[src/rtl/hp_pkg.sv]
// Shared types and helpers for the HP damage scheduler: state encoding, HP width, default HP constants.
// Combinational helpers only; no latency, no flow control.
package hp_pkg;

   localparam int HP_W = 8;
   localparam logic [HP_W-1:0] MAX_HP_DEF   = 8'd100;
   localparam logic [HP_W-1:0] HEAL_AMT_DEF = 8'd20;

   typedef enum logic [1:0] {
      ST_IDLE  = 2'd0,
      ST_PHASE = 2'd1,
      ST_DONE  = 2'd2,
      ST_DEAD  = 2'd3
   } hp_state_t;

   // Widen by one bit so an overflowing sum still clamps to the cap
   function automatic logic [HP_W-1:0] hp_heal(input logic [HP_W-1:0] hp,
                                               input logic [HP_W-1:0] amt,
                                               input logic [HP_W-1:0] cap);
      logic [HP_W:0] sum;
      sum = {1'b0, hp} + {1'b0, amt};
      return (sum > {1'b0, cap}) ? cap : sum[HP_W-1:0];
   endfunction

   function automatic logic [HP_W-1:0] hp_damage(input logic [HP_W-1:0] hp,
                                                 input logic [HP_W-1:0] dmg);
      return (dmg >= hp) ? '0 : hp - dmg;
   endfunction

endpackage

[src/rtl/hp_cycle_timer.sv]
// Loadable down-counter that stops at zero; load wins over decrement.
// Count and zero flag reflect the register directly; no backpressure.
module hp_cycle_timer #(
   parameter int CNT_W = 16
) (
   input  logic             i_clk,
   input  logic             i_rst,
   input  logic             i_load,
   input  logic [CNT_W-1:0] i_value,
   input  logic             i_en,
   output logic [CNT_W-1:0] o_count,
   output logic             o_zero
);

   localparam logic [CNT_W-1:0] ONE = CNT_W'(1);

   logic [CNT_W-1:0] r_count;

   always_ff @(posedge i_clk or posedge i_rst) begin
      if (i_rst) begin
         r_count <= '0;
      end else if (i_load) begin
         r_count <= i_value;
      end else if (i_en && (r_count != '0)) begin
         r_count <= r_count - ONE;
      end
   end

   assign o_count = r_count;
   assign o_zero  = (r_count == '0);

endmodule

[src/rtl/hp_damage_scheduler.sv]
// Player HP owner and damage-phase sequencer: timed bullet phase, i-frames, heals between phases.
// startDmg->phaseActive 1 cycle, phase lasts PHASE_CYCLES, hit->playerHP 1 cycle; no backpressure.
module hp_damage_scheduler
   import hp_pkg::*;
#(
   parameter logic [HP_W-1:0] MAX_HP        = MAX_HP_DEF,
   parameter logic [HP_W-1:0] HEAL_AMT      = HEAL_AMT_DEF,
   parameter int              IFRAME_CYCLES = 50,
   parameter int              PHASE_CYCLES  = 1000,
   parameter int              CNT_W         = 16
) (
   input  logic            clk,
   input  logic            reset,
   input  logic            startDmg,
   input  logic            hit,
   input  logic [HP_W-1:0] hitDmg,
   input  logic            heal,
   output logic [HP_W-1:0] playerHP,
   output logic            phaseActive,
   output logic            invuln,
   output logic            isDmgComplete,
   output logic            isDeath
);

   localparam logic [CNT_W-1:0] PHASE_LOAD = CNT_W'(PHASE_CYCLES - 1);
   localparam logic [CNT_W-1:0] IFR_LOAD   = CNT_W'(IFRAME_CYCLES);

   hp_state_t        r_state;
   hp_state_t        w_state_nxt;
   logic [HP_W-1:0]  r_hp;
   logic [HP_W-1:0]  w_hp_nxt;
   logic [HP_W-1:0]  w_hp_hit;
   logic             w_hit_ok;
   logic             w_in_phase;
   logic             w_phase_load;
   logic             w_phase_zero;
   logic [CNT_W-1:0] w_phase_cnt_unused;
   logic             w_ifr_load;
   logic [CNT_W-1:0] w_ifr_val;
   logic             w_ifr_zero;
   logic [CNT_W-1:0] w_ifr_cnt;

   hp_cycle_timer #(.CNT_W(CNT_W)) u_phase_timer (
      .i_clk   (clk),
      .i_rst   (reset),
      .i_load  (w_phase_load),
      .i_value (PHASE_LOAD),
      .i_en    (w_in_phase),
      .o_count (w_phase_cnt_unused),
      .o_zero  (w_phase_zero)
   );

   hp_cycle_timer #(.CNT_W(CNT_W)) u_iframe_timer (
      .i_clk   (clk),
      .i_rst   (reset),
      .i_load  (w_ifr_load),
      .i_value (w_ifr_val),
      .i_en    (w_in_phase),
      .o_count (w_ifr_cnt),
      .o_zero  (w_ifr_zero)
   );

   assign w_in_phase = (r_state == ST_PHASE);
   assign w_hit_ok   = w_in_phase && hit && (hitDmg != '0) && w_ifr_zero;
   assign w_hp_hit   = hp_damage(r_hp, hitDmg);

   always_comb begin
      w_state_nxt  = r_state;
      w_hp_nxt     = r_hp;
      w_phase_load = 1'b0;
      w_ifr_load   = 1'b0;
      w_ifr_val    = '0;
      case (r_state)
         ST_IDLE: begin
            if (heal) begin
               w_hp_nxt = hp_heal(r_hp, HEAL_AMT, MAX_HP);
            end
            if (startDmg) begin
               w_state_nxt  = ST_PHASE;
               w_phase_load = 1'b1;
               w_ifr_load   = 1'b1;
            end
         end
         ST_PHASE: begin
            if (w_hit_ok) begin
               w_hp_nxt   = w_hp_hit;
               w_ifr_load = 1'b1;
               w_ifr_val  = IFR_LOAD;
            end
            // A lethal hit outranks expiry; leaving the phase clears i-frames so invuln drops
            if (w_hit_ok && (w_hp_hit == '0)) begin
               w_state_nxt = ST_DEAD;
               w_ifr_load  = 1'b1;
               w_ifr_val   = '0;
            end else if (w_phase_zero) begin
               w_state_nxt = ST_DONE;
               w_ifr_load  = 1'b1;
               w_ifr_val   = '0;
            end
         end
         ST_DONE: begin
            if (!startDmg) begin
               w_state_nxt = ST_IDLE;
            end
         end
         ST_DEAD: begin
            w_hp_nxt = '0;
         end
         default: begin
            w_state_nxt = ST_IDLE;
         end
      endcase
   end

   always_ff @(posedge clk or posedge reset) begin
      if (reset) begin
         r_state <= ST_IDLE;
         r_hp    <= MAX_HP;
      end else begin
         r_state <= w_state_nxt;
         r_hp    <= w_hp_nxt;
      end
   end

   assign playerHP      = r_hp;
   assign phaseActive   = (r_state == ST_PHASE);
   assign invuln        = (w_ifr_cnt != '0);
   assign isDmgComplete = (r_state == ST_DONE);
   assign isDeath       = (r_state == ST_DEAD);

endmodule

[config.mk]
export PLATFORM = sky130hd
export DESIGN_NAME = hp_damage_scheduler
export DESIGN_NICKNAME = d
export VERILOG_FILES = /design/src/rtl/hp_pkg.sv /design/src/rtl/hp_cycle_timer.sv /design/src/rtl/hp_damage_scheduler.sv
export SDC_FILE = /design/constraint.sdc
export NUM_CORES = 1
export LEC_CHECK = 0
export CORE_ASPECT_RATIO = 1.1
export CORE_MARGIN = 4
export CORE_UTILIZATION = 29
export CTS_BUF_LIST = sky130_fd_sc_hd__clkbuf_16
export CTS_CLUSTER_DIAMETER = 60
export CTS_CLUSTER_SIZE = 10
export DETAILED_ROUTE_END_ITERATION = 10
export PLACE_DENSITY = 0.52
export REMOVE_ABC_BUFFERS = 1
export SYNTH_ARGS = -nofsm -noshare
export SYNTH_HDL_FRONTEND = slang
export SYNTH_SLANG_ARGS = --single-unit
[constraint.sdc]
create_clock -name clk -period 3.1 [get_ports clk]
set_input_delay 0.31 -clock clk [delete_from_list [all_inputs] [get_ports clk]]
set_output_delay 0.31 -clock clk [all_outputs]
set_load 0.005 [all_outputs]
==> flow_summary.yaml, run 1 <==
place:
  dpl_cell_area_um2: 3250
  globalplace.congestion: 0.852
  dp_hpwl_um: 5330
  port-buffer-count: 24
  dp_cells: 475
final_layout:
  mostFrequentLayoutCell: "nor2_1"
  diodes: 0
  drive_gt1_frac: 0.0628
  fillers: 984
  final_cell_mix: "nor2_1, dfrtp_1, inv_1"
  area_growth_pct: 18.8
  final_cells: 483
  nNetsFinal: 395
  fin_util: 0.357
  fin_area_um2: 3390
clock_network:
  clk_pin_slew_worst_paths_ns: 0.06
  cts_sinks: 42
  cts_hold_buf: 0
  cts_buffers: 5
  ctsResizeCount: 0
  clock_path_buffers: 2
  cts_setup_buffers: 0
  cts_tree: "built"
  insertion_delay_ns: 0.28
  cts_root_buffer: "clkbuf_16"
  h-tree-depth: 2
yosys:
  ys.flop_type: "dfrtp_1"
  synth_edf_count: 0
  ys_seq_area_frac: 0.370
  synth_cells: 335
  avgSynthCellArea_um2: 8.52
  async_reset_ff_frac: 1.00
  synth.distinct_cells: 61
  ys_ff_latch: 42
  netlist_area_um2: 2850
  ys_warn_count: 0
pwr:
  ir_drop_uv: 189
  sw_frac_of_total: 0.224
  seq_power_share: 0.488
  pwr_density_cell_nw_per_um2: 331
  cellLeakagePower_uw: 0.00128
  combPwrFrac: 0.067
  p_clk_frac: 0.445
  p_int_uw: 872
  switching_power_uw: 251
floorplanning:
  core_area_um2: 9490
  io_pins: 25
  die_h_um: 112
  die_area_um2: 11500
  rows: 37
  die_w_um: 103
  start_util: 0.301
sta:
  finalHoldViolCount: 0
  drv_slew: 0
  post-route-period-util: 0.873
  fin_crit_ns: 2.71
  clock.fmax_mhz: 370
  fin_skew_ns: 0.00552
  hold_slack_ns: 0.451
  finalSetupViolCount: 0
  finalSetupTns_ns: 0
  grt_setup_unrepaired: "no"
  worstMarginPinSlew_ns: 0.993
  slew-limit-headroom: 0.334
worst_setup_path:
  critPathArrivalTime_ns: 2.87
  r2r_start: "playerHP[0]$_DFFE_PP0P_"
  worstSetupStartpointType: "input port"
  endpoint_kind: "flip-flop"
  cp-startpoint: "hitDmg[0]"
  critPathKind: "input port to flip-flop"
  required_ns: 3.26
  worstPathMaxFanout: 3
global_routing:
  overflow: 0
  grt_pass1_wl_um: 12000
  grt_pass1_vias: 2470
  antenna_found_initial: 0
  grt_use_total: 0.129
  grt_max_degree: 26
detailed_routing:
  detail_route.wl_per_cell_um: 14.5
  drc: 0
  drt-total-wl_um: 7020
  dr.pass1.iters: 4
  drt-initial-drc-count: 154
  vias: 2484
  via_per_inst: 5.14
  detail-route-antenna-nets: 0
outcome:
  status: "complete, no violations"
hold_path:
  min_path_type: "input port to async pin"
run:
  maxCapViolCount: 0
==> power groups by stage <==
stage / clock, uW / sequential (uW) / combinational [uW]
4_1_cts: 523 / 548 / 77.4
2_1_floorplan: 0 / 558 / 42.3
3_5_place_dp: 0 / 558 / 76.4
3_3_place_gp: 0 / 558 / 76.5
6_report: 499 / 548 / 75.5
5_1_grt: 545 / 548 / 84.6
==> cells by family (layout without fill, tap and decap cells) <==
group / Yosys count / count (layout) / share of synthesized area
mux: 2 / 2 / 0.00745
flops: 42 / 42 / 0.370
buf+inv: 33 / 64 / 0.0456
fa+ha+maj: 17 / 17 / 0.0772
simple gates: 147 / 147 / 0.253
xor+xnor: 29 / 29 / 0.0890
compound gates: 65 / 65 / 0.158
==> state kept, by name (all words and copies together), names as in the netlist <==
signal / cells
u_phase_timer.o_count: 16
r_state: 2
u_iframe_timer.o_count: 16
playerHP: 8
==> synth_stat cells (all sizes together) (2+ instances only) <==
library cell  instances  area share
nor4                  7       0.015
dfstp                 3       0.028
a21oi                14       0.025
a31oi                 2      0.0044
or3                   6       0.014
nor3b                 2      0.0053
buf                   4      0.0075
a21o                  4       0.011
nand2b                2      0.0053
dfrtp                39        0.34
clkbuf                3      0.0039
o21ai                11       0.019
o22ai                 3      0.0066
nand4                 6       0.013
nand2                23       0.030
ha                   16       0.070
xnor2                17       0.052
or4                   6       0.017
and2                  2      0.0053
o21a                  3      0.0079
nor3                 15       0.026
o22a                  2      0.0061
nor2                 52       0.068
o2bb2ai               2      0.0061
o211ai                4       0.011
nand3                16       0.028
xor2                 12       0.037
inv                  26       0.034
nor2b                 5       0.011
a211oi                4       0.011
==> stage by stage <==
step                      setup WS (ns)  power, uW
final                             0.394       1120
after detailed placement          0.129        635
after floorplan                   0.665        601
after global routing              0.149       1180
after CTS                         0.418       1150
after global placement            0.168        635
==> final cells by class <==
class                   count  area [um^2]  share of cell area
clock inverters             3         12.5             0.00369
well taps                 117          146              0.0432
multi-input cells         260         1670               0.492
clock buffers               5          125              0.0369
repair buffers             30          285              0.0841
inverters                  26         97.6              0.0288
flip-flops and latches     42         1050               0.311
==> worst max-delay path: stages <==
cell and delay [ns]:
clkdlybuf4s50_1 0.48, ha_1 0.18, inv_1 0.07, fa_1 0.40
a211oi_1 0.37, o21bai_1 0.13, a21oi_1 0.18, xor2_1 0.26
nand4_1 0.16, a41oi_1 0.25, a211oi_1 0.07
==> routing by layer <==
metal  vias up  track usage  part of all wire
met5         -            0                 0
met3         9       0.0230             0.035
met2        41        0.208              0.47
met1      1182        0.175              0.48
li1       1252            -                 -
met4         0       0.0367             0.015
==> final timing paths <==
check	end	slack [ns]	cells after the start
worst max-delay path	u_iframe_timer.o_count[5]$_DFFE_PP0P_	0.39	11
worst min-delay path	u_iframe_timer.o_count[13]$_DFFE_PP0P_	0.45	2
worst max register to register	u_iframe_timer.o_count[5]$_DFFE_PP0P_	0.44	11
worst min register to register	u_phase_timer.o_count[5]$_DFFE_PP0P_	0.53	2
max in group asynchronous	u_phase_timer.o_count[10]$_DFFE_PP0P_	1.93	3
min in group clk	u_phase_timer.o_count[5]$_DFFE_PP0P_	0.53	2
Power figures use the tool's default switching activity.
==> run 2, diff against run 1 <==
PLACE_DENSITY = 0.54   (was 0.52)
==> run 2 against run 1 <==
Against the previous run: non-clock buffer count stayed put; critical path depth unchanged; combinational power down 2%; wire length is 2.9% lower; fmax up 0.33%; sequential power about the same; final cell count unchanged; largest power group is now the clock network.
==> flow_summary.yaml, run 2 (synthesis gave the netlist of run 1 again) <==
outcome:
  status: "complete, no violations"
pwr:
  pwr_density_cell_nw_per_um2: 381
  ir_drop_uv: 228
  cellLeakagePower_uw: 0.00130
worst_setup_path:
  endpoint_kind: "flip-flop"
  required_ns: 3.26
  reg2reg_depth: 11
  worstPathMaxFanout: 3
  slowest_stage: "clkdlybuf4s50_1"
  critPathKind: "input port to flip-flop"
  cp-startpoint: "hitDmg[0]"
  r2r_start: "playerHP[0]$_DFFE_PP0P_"
  cp_top_family: "compound AO/OA/AOI/OAI gates"
  r2r_slack_ns: 0.44
  critPathArrivalTime_ns: 2.86
  worstSetupStartpointType: "input port"
  slowest_delay_ns: 0.48
  cp_cell_sequence: "clkdlybuf4s50_1, ha_1, inv_1, fa_1, a211oi_1, o21bai_1, a21oi_1, xor2_1, nand4_1, a41oi_1, a211oi_1"
  crit_top_cell: "a211oi_1"
  r2r-end: "u_iframe_timer.o_count[5]$_DFFE_PP0P_"
  crit_buf_inv: 2
floorplanning:
  die_area_um2: 11500
  die_w_um: 103
  start_util: 0.301
  core_area_um2: 9490
  io_pins: 25
  die_h_um: 112
  rows: 37
sta:
  slew-limit-headroom: 0.388
  finalSetupTns_ns: 0
  hold_slack_ns: 0.410
  drv_slew: 0
  clock.fmax_mhz: 371
  finalSetupViolCount: 0
  fin_skew_ns: 0.00924
  worstMarginPinSlew_ns: 0.913
  grt_setup_unrepaired: "no"
  fin_ws_ns: 0.403
  fin_crit_ns: 2.70
  post-route-period-util: 0.870
  finalHoldViolCount: 0
global_routing:
  grt_use_total: 0.125
  grt_pass1_vias: 2401
  overflow: 0
  grt_pass1_wl_um: 11600
  grt_max_degree: 26
  antenna_found_initial: 0
clock_network:
  cts_tree: "built"
  h-tree-depth: 2
  cts_root_buffer: "clkbuf_16"
  cts_sinks: 42
  cts_hold_buf: 0
  clk_pin_slew_worst_paths_ns: 0.07
  cts_buffers: 5
  cts_setup_buffers: 0
  ctsResizeCount: 0
  clock_path_buffers: 2
  insertion_delay_ns: 0.29
final_layout:
  nNetsFinal: 395
  fin_area_um2: 3450
  fillers: 966
  area_growth_pct: 20.8
  mostFrequentLayoutCell: "nor2_1"
  diodes: 0
  final_cell_mix: "nor2_1, dfrtp_1, inv_1"
  drive_gt1_frac: 0.0683
place:
  port-buffer-count: 24
  dp_hpwl_um: 5220
  pre_cts_ws_ns: 0.148
  globalplace.congestion: 0.862
  dpl_cell_area_um2: 3250
detailed_routing:
  vias: 2452
  dr.pass1.iters: 4
  drt-initial-drc-count: 142
  via_per_inst: 5.08
  detail_route.wl_per_cell_um: 14.1
  drt-total-wl_um: 6820
  drc: 0
  detail-route-antenna-nets: 0
run:
  maxCapViolCount: 0
hold_path:
  min_path_type: "input port to async pin"
==> run 2: report_power, final <==
| group | leakage, uW | total, uW | switching (uW) | internal, uW |
|---|---|---|---|---|
| logic | 0.000771 | 74.2 | 42.1 | 32.2 |
| clock network | 0.0000940 | 692 | 229 | 463 |
| registers | 0.000438 | 548 | 0 | 548 |
==> run 2: cell type report <==
cell class              count  area [um^2]  share of cell area
clock buffers               5          125              0.0363
clock inverters             3         68.8              0.0200
inverters                  26         97.6              0.0283
multi-input cells         260         1670               0.484
flip-flops and latches     42         1050               0.306
well taps                 117          146              0.0425
repair buffers             30          285              0.0828
==> run 2: worst max path at each step <==
stage                                            end  slack (ns)  cells past startpoint
6_report       u_iframe_timer.o_count[5]$_DFFE_PP0P_        0.40                     11
5_1_grt        u_iframe_timer.o_count[5]$_DFFE_PP0P_        0.14                     11
4_1_cts        u_iframe_timer.o_count[5]$_DFFE_PP0P_        0.43                     11
3_5_place_dp   u_iframe_timer.o_count[5]$_DFFE_PP0P_        0.15                     11
3_3_place_gp   u_iframe_timer.o_count[5]$_DFFE_PP0P_        0.18                     11
2_1_floorplan                playerHP[7]$_DFFE_PP0P_        0.66                      6
==> run 2: through the flow <==
step,power (uW),utilization,std cells
after CTS,1330,0.363,483
after floorplan,601,-,328
after detailed placement,634,0.343,475
final,1310,0.363,483
after global placement,634,0.343,475
after global routing,1370,0.363,483
==> run 2: routing by layer <==
layer	track usage	wire [um]	vias up
li1	-	-	1253
met1	0.168	3190	1135
met2	0.200	3190	56
met3	0.0261	351	8
met4	0.0376	84	0
met5	0	0	-
==> run 3, diff against run 2 <==
GPL_TIMING_DRIVEN = 0   (was unset)
PLACE_DENSITY = 0.53   (was 0.54)
SYNTH_HIERARCHICAL = 1   (was unset)
==> run 3 against run 2 <==
Against the previous run: hold slack better by 0.030 ns; sequential power is 97% higher; final area is 19% higher; combinational power grew to 8.7 times the previous value; wire length is 27% higher; total power is 70% higher; highest routed layer unchanged; sequential share of layout area is 4.8 points lower; critical path depth stayed put.
==> flow_summary.yaml, run 3 <==
outcome:
  status: "complete, no violations"
yosys:
  ys.flop_type: "dfrtp_1"
  synth.distinct_cells: 65
  ys_ff_latch: 42
  yosysTopAreaCellShare: 0.292
  synthTopCellsByCount: "nor2_1, dfrtp_1, nand2_1, inv_1, a21oi_1"
  ys_seq_area_frac: 0.315
  netlist_area_um2: 3350
  yosysMostFrequentCell: "nor2_1"
  synth_cells: 409
  ys_warn_count: 6
  synth_edf_count: 0
  avgSynthCellArea_um2: 8.18
  async_reset_ff_frac: 1.00
  synth_area_leader_cell: "dfrtp_1"
  synth_area_leaders: "dfrtp_1, nor2_1, ha_1"
pwr:
  pwr_density_cell_nw_per_um2: 547
  switching_power_uw: 871
  p_int_uw: 1370
  seq_power_share: 0.481
  sw_frac_of_total: 0.389
  cellLeakagePower_uw: 0.00160
  combPwrFrac: 0.289
  ir_drop_uv: 254
  p_clk_frac: 0.230
global_routing:
  grt_pass1_wl_um: 14900
  overflow: 0
  antenna_found_initial: 0
  grt_pass1_vias: 3084
  grt_max_degree: 22
  grt_use_total: 0.132
clock_network:
  cts_tree: "built"
  cts_buffers: 5
  insertion_delay_ns: 0.29
  cts_sinks: 42
  cts_root_buffer: "clkbuf_16"
  cts_hold_buf: 0
  clock_path_buffers: 2
  h-tree-depth: 2
  clk_pin_slew_worst_paths_ns: 0.07
sta:
  slew-limit-headroom: 0.494
  fin_skew_ns: 0.00999
  finalHoldViolCount: 0
  finalSetupTns_ns: 0
  post-route-period-util: 0.955
  fin_crit_ns: 2.96
  fin_ws_ns: 0.138
  hold_slack_ns: 0.439
  worstMarginPinSlew_ns: 0.749
  clock.fmax_mhz: 338
  drv_slew: 0
  finalSetupViolCount: 0
worst_setup_path:
  cp_top_family: "simple AND/OR/NAND/NOR gates"
  cp_cell_sequence: "inv_1, ha_4, or4b_2, or4_4, inv_2, o2111ai_4, nand2_4, clkinvlp_4, nand2_1, a21oi_1, a311o_1"
  endpoint_kind: "flip-flop"
  critPathArrivalTime_ns: 3.12
  worstPathMaxFanout: 7
  r2r_start: "u_iframe_timer/o_count[1]$_DFFE_PP0P_"
  slowest_stage: "or4b_2"
  cp-startpoint: "u_iframe_timer/o_count[1]$_DFFE_PP0P_"
  slowest_delay_ns: 0.62
  r2r_slack_ns: 0.14
  worstSetupStartpointType: "flip-flop"
  critPathKind: "flip-flop to flip-flop"
  crit_buf_inv: 3
  required_ns: 3.26
floorplanning:
  core_area_um2: 11100
  start_util: 0.301
  die_h_um: 121
  rows: 40
  io_pins: 25
  die_w_um: 110
  die_area_um2: 13300
final_layout:
  final_cell_mix: "nor2_1, dfrtp_1, nand2_1"
  diodes: 0
  fin_util: 0.368
  mostFrequentLayoutCell: "nor2_1"
  area_growth_pct: 22.2
  nNetsFinal: 492
  drive_gt1_frac: 0.107
  fillers: 1131
  final_cells: 614
hold_path:
  min_path_type: "input port to async pin"
run:
  maxCapViolCount: 0
detailed_routing:
  detail-route-antenna-nets: 0
  drt-total-wl_um: 8650
  detail_route.wl_per_cell_um: 14.1
  drt-initial-drc-count: 165
  drc: 0
  via_per_inst: 5.22
  vias: 3205
  dr.pass1.iters: 6
place:
  dp_hpwl_um: 6240
  port-buffer-count: 24
  globalplace.congestion: 0.833
  dp_cells: 594
  pre_cts_ws_ns: -0.793
run 3: cell count changes after synthesis, sizes merged, moves of 7 or more:
| cell | delta |
|---|---|
| or4 | +10 |
| a21oi | +9 |
| a31oi | +13 |
| nand4 | +9 |
| o21ai | +7 |
| xnor2 | -8 |
| nand2 | +10 |
run 3: area by class of cell:
type | instances | area (um^2) | area share
Tap cell | 147 | 184 | 0.0450
Multi-Input combinational cell | 349 | 2250 | 0.550
Inverter | 32 | 124 | 0.0303
Timing Repair Buffer | 36 | 338 | 0.0826
Sequential cell | 42 | 1050 | 0.258
Clock inverter | 3 | 13.8 | 0.00336
Clock buffer | 5 | 125 | 0.0306
run 3: final timing paths:
path,to,depth (start not counted)
worst min-delay path,r_state[0]$_DFFE_PP0P_,2
worst max register to register,u_iframe_timer/o_count[13]$_DFFE_PP0P_,11
worst min register to register,playerHP[5]$_DFFE_PP1P_,2
max in group asynchronous,u_iframe_timer/o_count[15]$_DFFE_PP0P_,2
worst max-delay path,u_iframe_timer/o_count[13]$_DFFE_PP0P_,11
min in group clk,playerHP[5]$_DFFE_PP1P_,2
run 3: repair_timing:
action / CTS / global route
setup buffers: 3 / 8
gates cloned: 1 / 0
setup endpoints to repair: 22 / 8
gates resized for setup: 8 / 5
pin swaps: 1 / 3
run 3: kinds of logic after synthesis:
| kind of cell | share of synthesized area |
|---|---|
| AO/OA/AOI/OAI | 0.218 |
| multiplexers | 0.0150 |
| AND/OR/NAND/NOR | 0.298 |
| buffers and inverters | 0.0621 |
| adder cells (fa/ha/maj) | 0.0508 |
| flip-flops | 0.315 |
| XOR/XNOR | 0.0393 |
| other | 0.00224 |
run 3: stage by stage:
stage,total power (uW),instance area (um^2)
finish,2240,4090
detailed placement,1700,3800
CTS,2240,4010
floorplan,1500,3360
global route,2450,4090
global placement,1680,3780
run 3: power groups by stage:
| stage | Combinational [uW] | Sequential, uW | Clock [uW] |
|---|---|---|---|
| after floorplan | 511 | 992 | 0 |
| after global placement | 603 | 1070 | 0 |
| after detailed placement | 622 | 1070 | 0 |
| after CTS | 629 | 1070 | 541 |
| after global routing | 752 | 1130 | 565 |
| final | 648 | 1080 | 515 |
run 3: routing by layer:
layer  GRT usage  part of all wire
met1       0.168              0.45
met2       0.235              0.50
met3      0.0215             0.030
met4      0.0331             0.012
met5           0                 0
